--- src/rtl/rr_stream_arbiter_2_pkg.sv ---
// rtl/rr_stream_arbiter_2_pkg.sv - shared source ids and counter sizing for the 2-input stream arbiter
package rr_stream_arbiter_2_pkg;

  localparam logic SRC_A = 1'b0;
  localparam logic SRC_B = 1'b1;

  function automatic int clog2(input int value);
    int r;
    r = 0;
    for (int i = 0; i < 31; i++) begin
      if ((1 << i) < value) r = i + 1;
    end
    return r;
  endfunction

  // Burst counter width; never narrower than one bit so BURST=1 still elaborates
  function automatic int cnt_width(input int burst);
    return (clog2(burst) < 1) ? 1 : clog2(burst);
  endfunction

endpackage

--- src/rtl/rr_grant_2.sv ---
// rtl/rr_grant_2.sv - combinational round-robin grant with burst lock, one-hot {B,A}
module rr_grant_2
  import rr_stream_arbiter_2_pkg::*;
#(
  parameter int CW = 1
) (
  input  logic          a_valid,
  input  logic          b_valid,
  input  logic          owner,
  input  logic [CW-1:0] cnt,
  input  logic          load_en,
  output logic [1:0]    grant
);

  logic owner_valid;

  assign owner_valid = (owner == SRC_B) ? b_valid : a_valid;

  always_comb begin
    grant = 2'b00;
    if (load_en) begin
      if ((cnt != '0) && owner_valid) begin
        grant = (owner == SRC_B) ? 2'b10 : 2'b01;
      end else if (a_valid && b_valid) begin
        grant = (owner == SRC_B) ? 2'b01 : 2'b10;
      end else if (a_valid) begin
        grant = 2'b01;
      end else if (b_valid) begin
        grant = 2'b10;
      end
    end
  end

endmodule

--- src/rtl/rr_stream_arbiter_2.sv ---
// rtl/rr_stream_arbiter_2.sv - two-source round-robin stream arbiter with one registered output slot
module rr_stream_arbiter_2
  import rr_stream_arbiter_2_pkg::*;
#(
  parameter int WIDTH = 8,
  parameter int BURST = 1
) (
  input  logic             clk,
  input  logic             rst,
  input  logic             a_valid,
  input  logic [WIDTH-1:0] a_data,
  output logic             a_ready,
  input  logic             b_valid,
  input  logic [WIDTH-1:0] b_data,
  output logic             b_ready,
  output logic             out_valid,
  output logic [WIDTH-1:0] out_data,
  output logic             out_src,
  input  logic             out_ready
);

  localparam int            CW        = cnt_width(BURST);
  localparam logic [CW-1:0] CNT_LAST  = CW'(BURST - 1);
  localparam logic [CW-1:0] CNT_START = CW'((BURST > 1) ? 1 : 0);

  logic             owner;
  logic [CW-1:0]    cnt;
  logic             load_en;
  logic [1:0]       grant;
  logic             xfer;
  logic             xfer_src;
  logic [WIDTH-1:0] sel_data;

  // Slot may refill in the same cycle it drains
  assign load_en = !out_valid || out_ready;

  rr_grant_2 #(
    .CW(CW)
  ) u_grant (
    .a_valid (a_valid),
    .b_valid (b_valid),
    .owner   (owner),
    .cnt     (cnt),
    .load_en (load_en),
    .grant   (grant)
  );

  assign a_ready  = grant[0] & a_valid;
  assign b_ready  = grant[1] & b_valid;
  assign xfer     = a_ready | b_ready;
  assign xfer_src = b_ready ? SRC_B : SRC_A;
  assign sel_data = b_ready ? b_data : a_data;

  always_ff @(posedge clk or posedge rst) begin
    if (rst) begin
      out_valid <= 1'b0;
      out_data  <= '0;
      out_src   <= SRC_A;
      owner     <= SRC_B;
      cnt       <= '0;
    end else if (xfer) begin
      out_valid <= 1'b1;
      out_data  <= sel_data;
      out_src   <= xfer_src;
      owner     <= xfer_src;
      // Continue an active burst, otherwise start a fresh one for this source
      if ((xfer_src == owner) && (cnt != '0)) begin
        cnt <= (cnt == CNT_LAST) ? '0 : cnt + CW'(1);
      end else begin
        cnt <= CNT_START;
      end
    end else if (out_ready) begin
      out_valid <= 1'b0;
    end
  end

endmodule

--- config.mk ---
export PLATFORM = sky130hd
export DESIGN_NAME = rr_stream_arbiter_2
export DESIGN_NICKNAME = d
export VERILOG_FILES = /design/src/rtl/rr_stream_arbiter_2_pkg.sv /design/src/rtl/rr_grant_2.sv /design/src/rtl/rr_stream_arbiter_2.sv
export SDC_FILE = /design/constraint.sdc
export NUM_CORES = 1
export LEC_CHECK = 0
export ABC_AREA = 1
export CAP_MARGIN = 20
export CORE_MARGIN = 3
export CORE_UTILIZATION = 40
export CTS_BUF_LIST = sky130_fd_sc_hd__clkbuf_8
export CTS_CLUSTER_DIAMETER = 120
export DETAILED_ROUTE_END_ITERATION = 7
export PLACE_DENSITY = 0.8
export SLEW_MARGIN = 40
export SYNTH_ARGS = -nofsm -noshare
export SYNTH_HDL_FRONTEND = slang
export SYNTH_SLANG_ARGS = --single-unit
--- constraint.sdc ---
create_clock -name clk -period 1.45 [get_ports clk]
set_input_delay 0.145 -clock clk [delete_from_list [all_inputs] [get_ports clk]]
set_output_delay 0.145 -clock clk [all_outputs]
set_load 0.01 [all_outputs]
; Yosys cells after proc, flatten, opt, wreduce, memory -nomap -nowiden
; Cells that the tools add are included.
[word_totals]
reg_bits = 12
latch_bits = 0
ram_bits = 0
romBits = 0
inputBits = 21
out_inout_bits = 12
memories = 0
[classes]
n_addsub = 1
mul = 0
div = 0
magnitude_cmp = 0
n_eq_ne = 1
n_shift = 0
mux = 14
n_bitwise = 3
reduce_logical = 6
[op_table]
columns = cell, n
row1 = two-way mux 2 bit, 7
row2 = two-way mux 8 bit, 1
row3 = two-way mux 1 bit, 6
row4 = logical AND 1 bit, 3
row5 = bitwise AND 1 bit, 2
row6 = nonzero test 2 bit, 1
row7 = adder 1 bit (second input constant), 1
row8 = == test 1 bit, 1
row9 = zero test 1 bit, 1
row10 = logical OR 1 bit, 1
row11 = OR 1 bit, 1

; Logic depth before layout (Yosys ltp)
[logic_depth]
word_depth = 10
depth_mapped = 7

; Hierarchy
; From an unflattened synthesis, not the netlist that was laid out.
[unflattened]
hier_cells = 91
area_unflattened_um2 = 633.1
[modules_own_cells]
columns = mod, n_inst, cells_each, area_each_um2, seq_area_each_um2
row1 = rr_stream_arbiter_2, 1, 77, 571.8, 276.5
row2 = rr_grant_2, 1, 14, 61.3, 0.0

; Least setup slack after synthesis
; No wires, ideal clock.
[synth_path]
path_type = register -> register
from = register owner
to = register out_data[0]
setup_time_ns = 0.117
arrival_ns = 0.954
setup_slack_ns = 0.379
path_stages_with_launch = 7
path_buffers = 1
period_less_slack_ns = 1.071
path_cell_list = dfstp_2 > nand2_4 > nand3_2 > buf_6 > nand2_1 > nand3_1 > nand2_1
[synth_via]
elab_chain_len = 6
elab_cells_between_ends = 11
classes_between = 7 x mux / 3 x bitwise / 1 x reduce/logical
[synth_rtl]
columns = element, line
row1 = start: declaration, rr_stream_arbiter_2.sv:26  ; logic owner;
row2 = start signal: assignment, rr_stream_arbiter_2.sv:65  ; owner <= xfer_src;
row3 = two-way mux 2 bit or two-way mux 1 bit (tied branches), "rr_grant_2.sv:25, rr_grant_2.sv:17"
row4 = two-way mux 2 bit or logical AND 1 bit (tied branches), "rr_grant_2.sv:24, rr_grant_2.sv:22"
row5 = two-way mux 2 bit (*), rr_grant_2.sv:22  ; if ((cnt != '0) && owner_valid) begin
row6 = two-way mux 2 bit (*), rr_grant_2.sv:21  ; if (load_en) begin
row7 = "bitwise AND 1 bit, on equally long branches", "rr_stream_arbiter_2.sv:49, rr_stream_arbiter_2.sv:48"
row8 = two-way mux 8 bit or OR 1 bit (tied branches), "rr_stream_arbiter_2.sv:52, rr_stream_arbiter_2.sv:50"
row9 = end signal: assignment, rr_stream_arbiter_2.sv:63  ; out_data <= sel_data;
row10 = end: declaration, rr_stream_arbiter_2.sv:17  ; output logic [WIDTH-1:0] out_data,
; Mark *: on every way between the ends. The rest lies on a longest branch, timed or not.
; A chain may end at the register's enable or synchronous reset.

; Final worst setup path
[layout_path]
from = register owner
to = output port b_ready
[layout_via]
elab_chain_len = 5
elab_cells_between_ends = 8
classes_between = 6 x mux / 1 x bitwise / 1 x reduce/logical
[layout_rtl]
columns = element, line
row1 = two-way mux 2 bit or two-way mux 1 bit (tied branches), "rr_grant_2.sv:25, rr_grant_2.sv:17"
row2 = two-way mux 2 bit or logical AND 1 bit (tied branches), "rr_grant_2.sv:24, rr_grant_2.sv:22"
row3 = two-way mux 2 bit (*), rr_grant_2.sv:22
row4 = two-way mux 2 bit (*), rr_grant_2.sv:21
row5 = bitwise AND 1 bit (*), rr_stream_arbiter_2.sv:49  ; assign b_ready = grant[1] & b_valid;
row6 = end: declaration, rr_stream_arbiter_2.sv:15  ; output logic b_ready,
; Marked as above.

==> impl_metrics.toml <==
[detailed_routing]
vias = 672
via_per_inst = 4.835
drt_iter0_markers = 20
ant_nets = 0
dr.pass1.iters = 4
wire_per_inst_um = 11.92
wl_um = 1657
drcViolationCount = 0

[timing]
clock.fmax_ghz = 0.7112
skew_ps = 0.8720
period_share = 0.9696
period_needed_ps = 1406
setup_slack_ps = 44.01
slew_violations = 0
hold_viol_final = 0
finalSetupViolCount = 0
worst_slew_pin_slew_ps = 431.8
max_slew_margin = 0.7118
rsz0062_at_grt = "false"

[cts]
clock_latency_ps = 240
cts_max_level = 1
clk_pin_slew_ps = 50
numCtsBuffers = 3
postCtsSetupBuffers = 0
cts_tree = "built"
cts_sinks = 11
root_buffer = "clkbuf_8"
hold_buffers = 0
cts_max_path_buffers = 2

[placement]
placed_cell_area_um2 = 988.4
place_congestion = 0.7101
io_buffer_count = 32
dpl_worst_slack_ps = -144.9

[power]
power_leakage_nw = 0.5610
power_per_cell_area_nw_per_um2 = 1040
peakVddDrop_uv = 606.5

[worst_setup_path]
start_kind = "flop"
arrival_ps = 1260
critPathCaptureType = "output pin"
critical_path.slowest_cell = "dfstp_2"
cp_cell_sequence = "nand2_4, nand3_2, inv_1, dlygate4sd2_1"
required_ps = 1310
cp_slowest_stage_delay_ps = 550
cp_max_fo = 2
criticalPathCategory = "reg2out"

[global_route]
top_usage_layer = "met2"
antenna_found_initial = 0
grt_start_max_net_pins = 12
overflow = 0
grt.total_usage = 0.1712
grt_pass1_vias = 589
use_met1 = 0.2172
grtUsageMet3 = 0.03125
grt_first_pass_wirelength_um = 2615
grtUsageMet2 = 0.2802

[die]
die_h_um = 46.29
floorplan.initialDensity = 0.4589
num_rows = 13
pin_count = 33
die_width_um = 46.29
dieArea_um2 = 2143
core-area_um2 = 1415

[layout]
nets = 146
postLayoutCellArea_um2 = 1031
n_antenna_cell = 0
utilization = 0.7286
area_delta_synth_final_pct = 58.77
drive_gt1_frac = 0.1452
fill_cells = 123

[logic_synthesis]
netlist_area_um2 = 649.4
synth-seq-area-share = 0.4258
synth.avg_cell_area_um2 = 7.551
synth-seq-cells = 11
syn_nets = 107
synth.distinct_cells = 14
yosysWarnings = 0
postSynthCellCount = 86

[min_path]
hold_path.class = "in2async"

[status]
status = "finished clean"

[job]
max_cap_violations = 0
## power by group
group	total [mW]	switching, mW	internal [mW]
Combinational	0.358	0.161	0.197
Clock	0.317	0.130	0.187
Sequential	0.397	0.0320	0.365
Total	1.07	0.323	0.750
## path summary, 6_finish.rpt
path	startpoint	to	slack, ps	cells past startpoint
setup / recovery	owner$_DFFE_PP1P_	b_ready	40	4
hold / removal	rst	out_data[7]$_DFFE_PP0P_	200	2
setup reg to reg	owner$_DFFE_PP1P_	out_data[2]$_DFFE_PP0P_	280	6
hold reg to reg	out_src$_DFFE_PP0P_	out_src$_DFFE_PP0P_	470	2
max in group asynchronous	rst	owner$_DFFE_PP1P_	920	2
min in group clk	out_src$_DFFE_PP0P_	out_src$_DFFE_PP0P_	470	2
## cell type report
class / count / area (um2) / area share
Timing Repair Buffer: 38 / 362.8 / 0.3519
Sequential cell: 11 / 276.5 / 0.2682
Multi-Input combinational cell: 50 / 249.0 / 0.2415
Inverter: 21 / 78.83 / 0.07646
Clock buffer: 3 / 41.29 / 0.04005
Tap cell: 15 / 18.77 / 0.01820
Clock inverter: 1 / 3.754 / 0.003641
## cell families (layout without fill, tap and decap cells)
logic type / Yosys count / count (layout) / share of synthesized area
AND/OR/NAND/NOR: 47 / 47 / 0.3545
buffers and inverters: 25 / 63 / 0.1907
flip-flops: 11 / 11 / 0.4258
AO/OA/AOI/OAI: 3 / 3 / 0.02889
## routing by layer
metal,vias to the layer above,share of wire
met2,35,0.50
li1,339,-
met1,293,0.41
met4,0,0.019
met5,-,0
met3,5,0.071
## flip-flops by register name, summed over array words and instances, names as in the netlist
name,count
out_data,8
out_src,1
out_valid,1
owner,1
## stage by stage
stage                     setup TNS (ps)  instances  total power, mW  hold slack (ps)
after global routing                   0        139            1.120            245.4
after CTS                              0        139            1.080            223.8
after global placement            -224.3        135           0.7594            455.2
final                                  0        139            1.072            195.3
after detailed placement          -279.6        135           0.7661            458.3
after floorplan                        0         86           0.5678           -3.277
## timing repair
item                                    CTS  global route
endpoints found under the setup margin    2             0
resized for setup                         2             0
hold endpoints to repair                  0             0
## worst max-delay path, delay by kind of cell (launching register included)
kind | cells | cell delay [ps]
flip-flops | 1 | 550
buffers and inverters | 2 | 330
AND/OR/NAND/NOR | 2 | 140
## synthesized netlist by cell type, drive strengths merged
library cell | count | share of area
nand2 | 30 | 0.20
inv | 21 | 0.12
dfrtp | 10 | 0.39
nand3 | 9 | 0.077
nand4 | 8 | 0.077
buf | 4 | 0.069
o21ai | 2 | 0.021
a21oi | 1 | 0.0077
dfstp | 1 | 0.040
## layout by cell type (no fill, tap or decap)
master / synthesis / routed
clkdlybuf4s50_1: 0 / 30
nand2_1: 25 / 25
inv_1: 20 / 21
dfrtp_1: 10 / 10
nand4_1: 8 / 8
nand3_1: 8 / 8
buf_4: 0 / 6
nand2_2: 4 / 4
clkbuf_8: 0 / 3
dlygate4sd2_1: 0 / 2
nand2_4: 1 / 1
nand3_2: 1 / 1
o21ai_2: 1 / 1
inv_2: 1 / 1
o21ai_0: 1 / 1
a21oi_1: 1 / 1
dfstp_2: 1 / 1
Power figures use the tool's default switching activity.
==> patch (config.mk and constraints unchanged) <==
The parameter `WIDTH` goes from 8 to 7.
--- a/src/rtl/rr_stream_arbiter_2.sv
+++ b/src/rtl/rr_stream_arbiter_2.sv
@@ -4,3 +4,3 @@
 #(
-  parameter int WIDTH = 8,
+  parameter int WIDTH = 7,
   parameter int BURST = 1
Interface: changed (resized a_data, b_data and out_data); port bits go from 33 to 30. No check against the original RTL was run, so the function may have changed too.
==> patch against the unedited design <==
Sequential share of layout area is 1.8 points lower; worst setup slack gained 0.033 ns; total power fell by 1.2%; synthesized cell count decreased by 12%; sequential cell count shrank 1; worst hold slack worse by 0.0071 ns; final area is 2.5% lower; routed wire length decreased by 4.8%; utilization increased by 1.6 points; non-clock buffer count up 1; synthesized area decreased by 9.1%; critical path type unchanged; critical endpoint is now a_ready; largest cell class unchanged; largest power group unchanged.
==> patch: results (changes against the unedited design) <==
worst_setup_path:
  critical_path_class: "flip-flop to output pin"  # unchanged
  cp-endpoint: "a_ready"  # was b_ready
  ff2ff_path_depth: 6  # unchanged
  arrival_ns: 1.23  # was 1.26 ns
  reg2reg_from: "owner"  # unchanged
  rrSetupSlack_ns: 0.26  # was 0.28 ns
  path_max_fanout: 2  # unchanged
  r2r-end: "out_data[3]"  # was out_data[2]
cells_and_area:
  nets: 137  # was 146
  area_growth_pct: 70.1  # was 58.8%
  largest_reg_flops: 7  # was 8
  layout-drive-gt1-share_pct: 19.7  # was 14.5%
  diodes: 0  # unchanged
  top_register: "out_data"  # unchanged
  final_cell_count_no_fill: 132  # was 139
place:
  dp_slack_ns: -0.154  # was -0.145 ns
  dp_hpwl_microns: 1290
  finalWeightedCongestion: 0.782  # was 0.710
  port_buffers: 29  # was 32
timing:
  finClkSkew_ns: 0.00456  # was 0.000872 ns
  fin_crit_sh_pct: 94.7  # was 97.0%
  tightest_slew_ns: 0.378  # was 0.432 ns
  setup_viol: 0  # unchanged
synth:
  yosys_warnings: 0  # unchanged
  yosys-top-cells-count: "25 x nand2_1, 16 x inv_1, 9 x dfrtp_1"  # was 25 x nand2_1, 20 x inv_1, 10 x dfrtp_1
  ys_async_sr_fraction_pct: 100  # unchanged
  synth-seq-area-share_pct: 42.6  # about the same
  synth_ff_type: "dfrtp_1"  # unchanged
  synth_cell_types: 14  # unchanged
  syn_nets: 95  # was 107
  synthCells: 76  # was 86
  synth_area_leaders: "dfrtp_1 38%, nand2_1 16%, inv_1 10%"  # was dfrtp_1 39%, nand2_1 14%, inv_1 12%
global_route:
  track_usage_pct: 18.9  # was 17.1%
  antenna_found_initial: 0  # unchanged
  grt_pass1_vias: 675  # was 589
  grt_max_degree: 11  # was 12
  grt_pass1_wl_microns: 2690  # was 2620 microns
clocking:
  cts_buffers: 3  # unchanged
  insertion_delay_ns: 0.23
  h-tree-depth: 1  # unchanged
  cts_setup_buffers: 0  # unchanged
  root_buffer: "clkbuf_8"  # unchanged
  cts_max_path_buffers: 2  # unchanged
  cts_resized: 2  # unchanged
  clk_pin_slew_ns: 0.05  # about the same
route:
  firstDrtPassIters: 4  # unchanged
  ant_nets: 0  # unchanged
  drtIter0Drc: 8  # was 20
  vias: 628  # was 672
  wl_per_cell_microns: 11.9  # about the same
power_and_ir_drop:
  leakage_uw: 0.000538  # was 0.000561 uW
  peakVddDrop_v: 0.000820  # was 0.000606 V
hold_path:
  hold_path.class: "input pin to asynchronous set/reset pin"  # unchanged
status:
  status: "complete, no violations"  # unchanged
-- patch: worst min-delay path by stage --
stage | start | endpoint | slack (ns) | cells after the start
2_1_floorplan | rst | out_data[0] | -0.02 | 1
3_3_place_gp | rst | out_data[5] | 0.45 | 2
3_5_place_dp | rst | out_data[3] | 0.46 | 2
4_1_cts | rst | out_data[3] | 0.20 | 2
5_1_grt | rst | out_data[1] | 0.23 | 2
6_report | rst | out_data[3] | 0.19 | 2
-- patch: metal layers --
metal,wire length [microns],track usage [%]
met5,0,0
met3,160,7.72
met2,828,33.7
met1,587,20.5
met4,0,4.82
-- patch: stage by stage --
| stage | cell area, sq um | utilization, % |
|---|---|---|
| final | 1000 | 74.4 |
| after global placement | 952 | 70.5 |
| after global routing | 1000 | 74.4 |
| after floorplan | 591 | - |
| after detailed placement | 952 | 70.5 |
| after CTS | 1000 | 74.4 |
-- patch: cell families (layout without fill, tap and decap cells) --
group,count (synthesis),in the layout,share of synthesized area (%)
AOI/OAI and AO/OA,3,3,5.08
and+or+nand+nor,42,42,36.0
buffers and inverters,21,62,16.3
DFF,10,10,42.6
-- patch: worst max-delay path, stage by stage, from the launching register on --
cell	delay (ns)
dfstp_2	0.55
inv_1	0.06
a21oi_1	0.11
dlygate4sd2_1	0.28
-- patch: power breakdown --
group | internal, uW | switching [uW]
clock | 238 | 102
sequential | 332 | 28.5
combinational | 199 | 159
total | 769 | 290
-- patch: area by class of cell --
class	instances	area, sq um
repair buffers	39	363
fillers	113	345
flip-flops and latches	10	251
multi-input cells	45	243
inverters	19	73.8
clock buffers	4	55.1
well taps	15	18.8
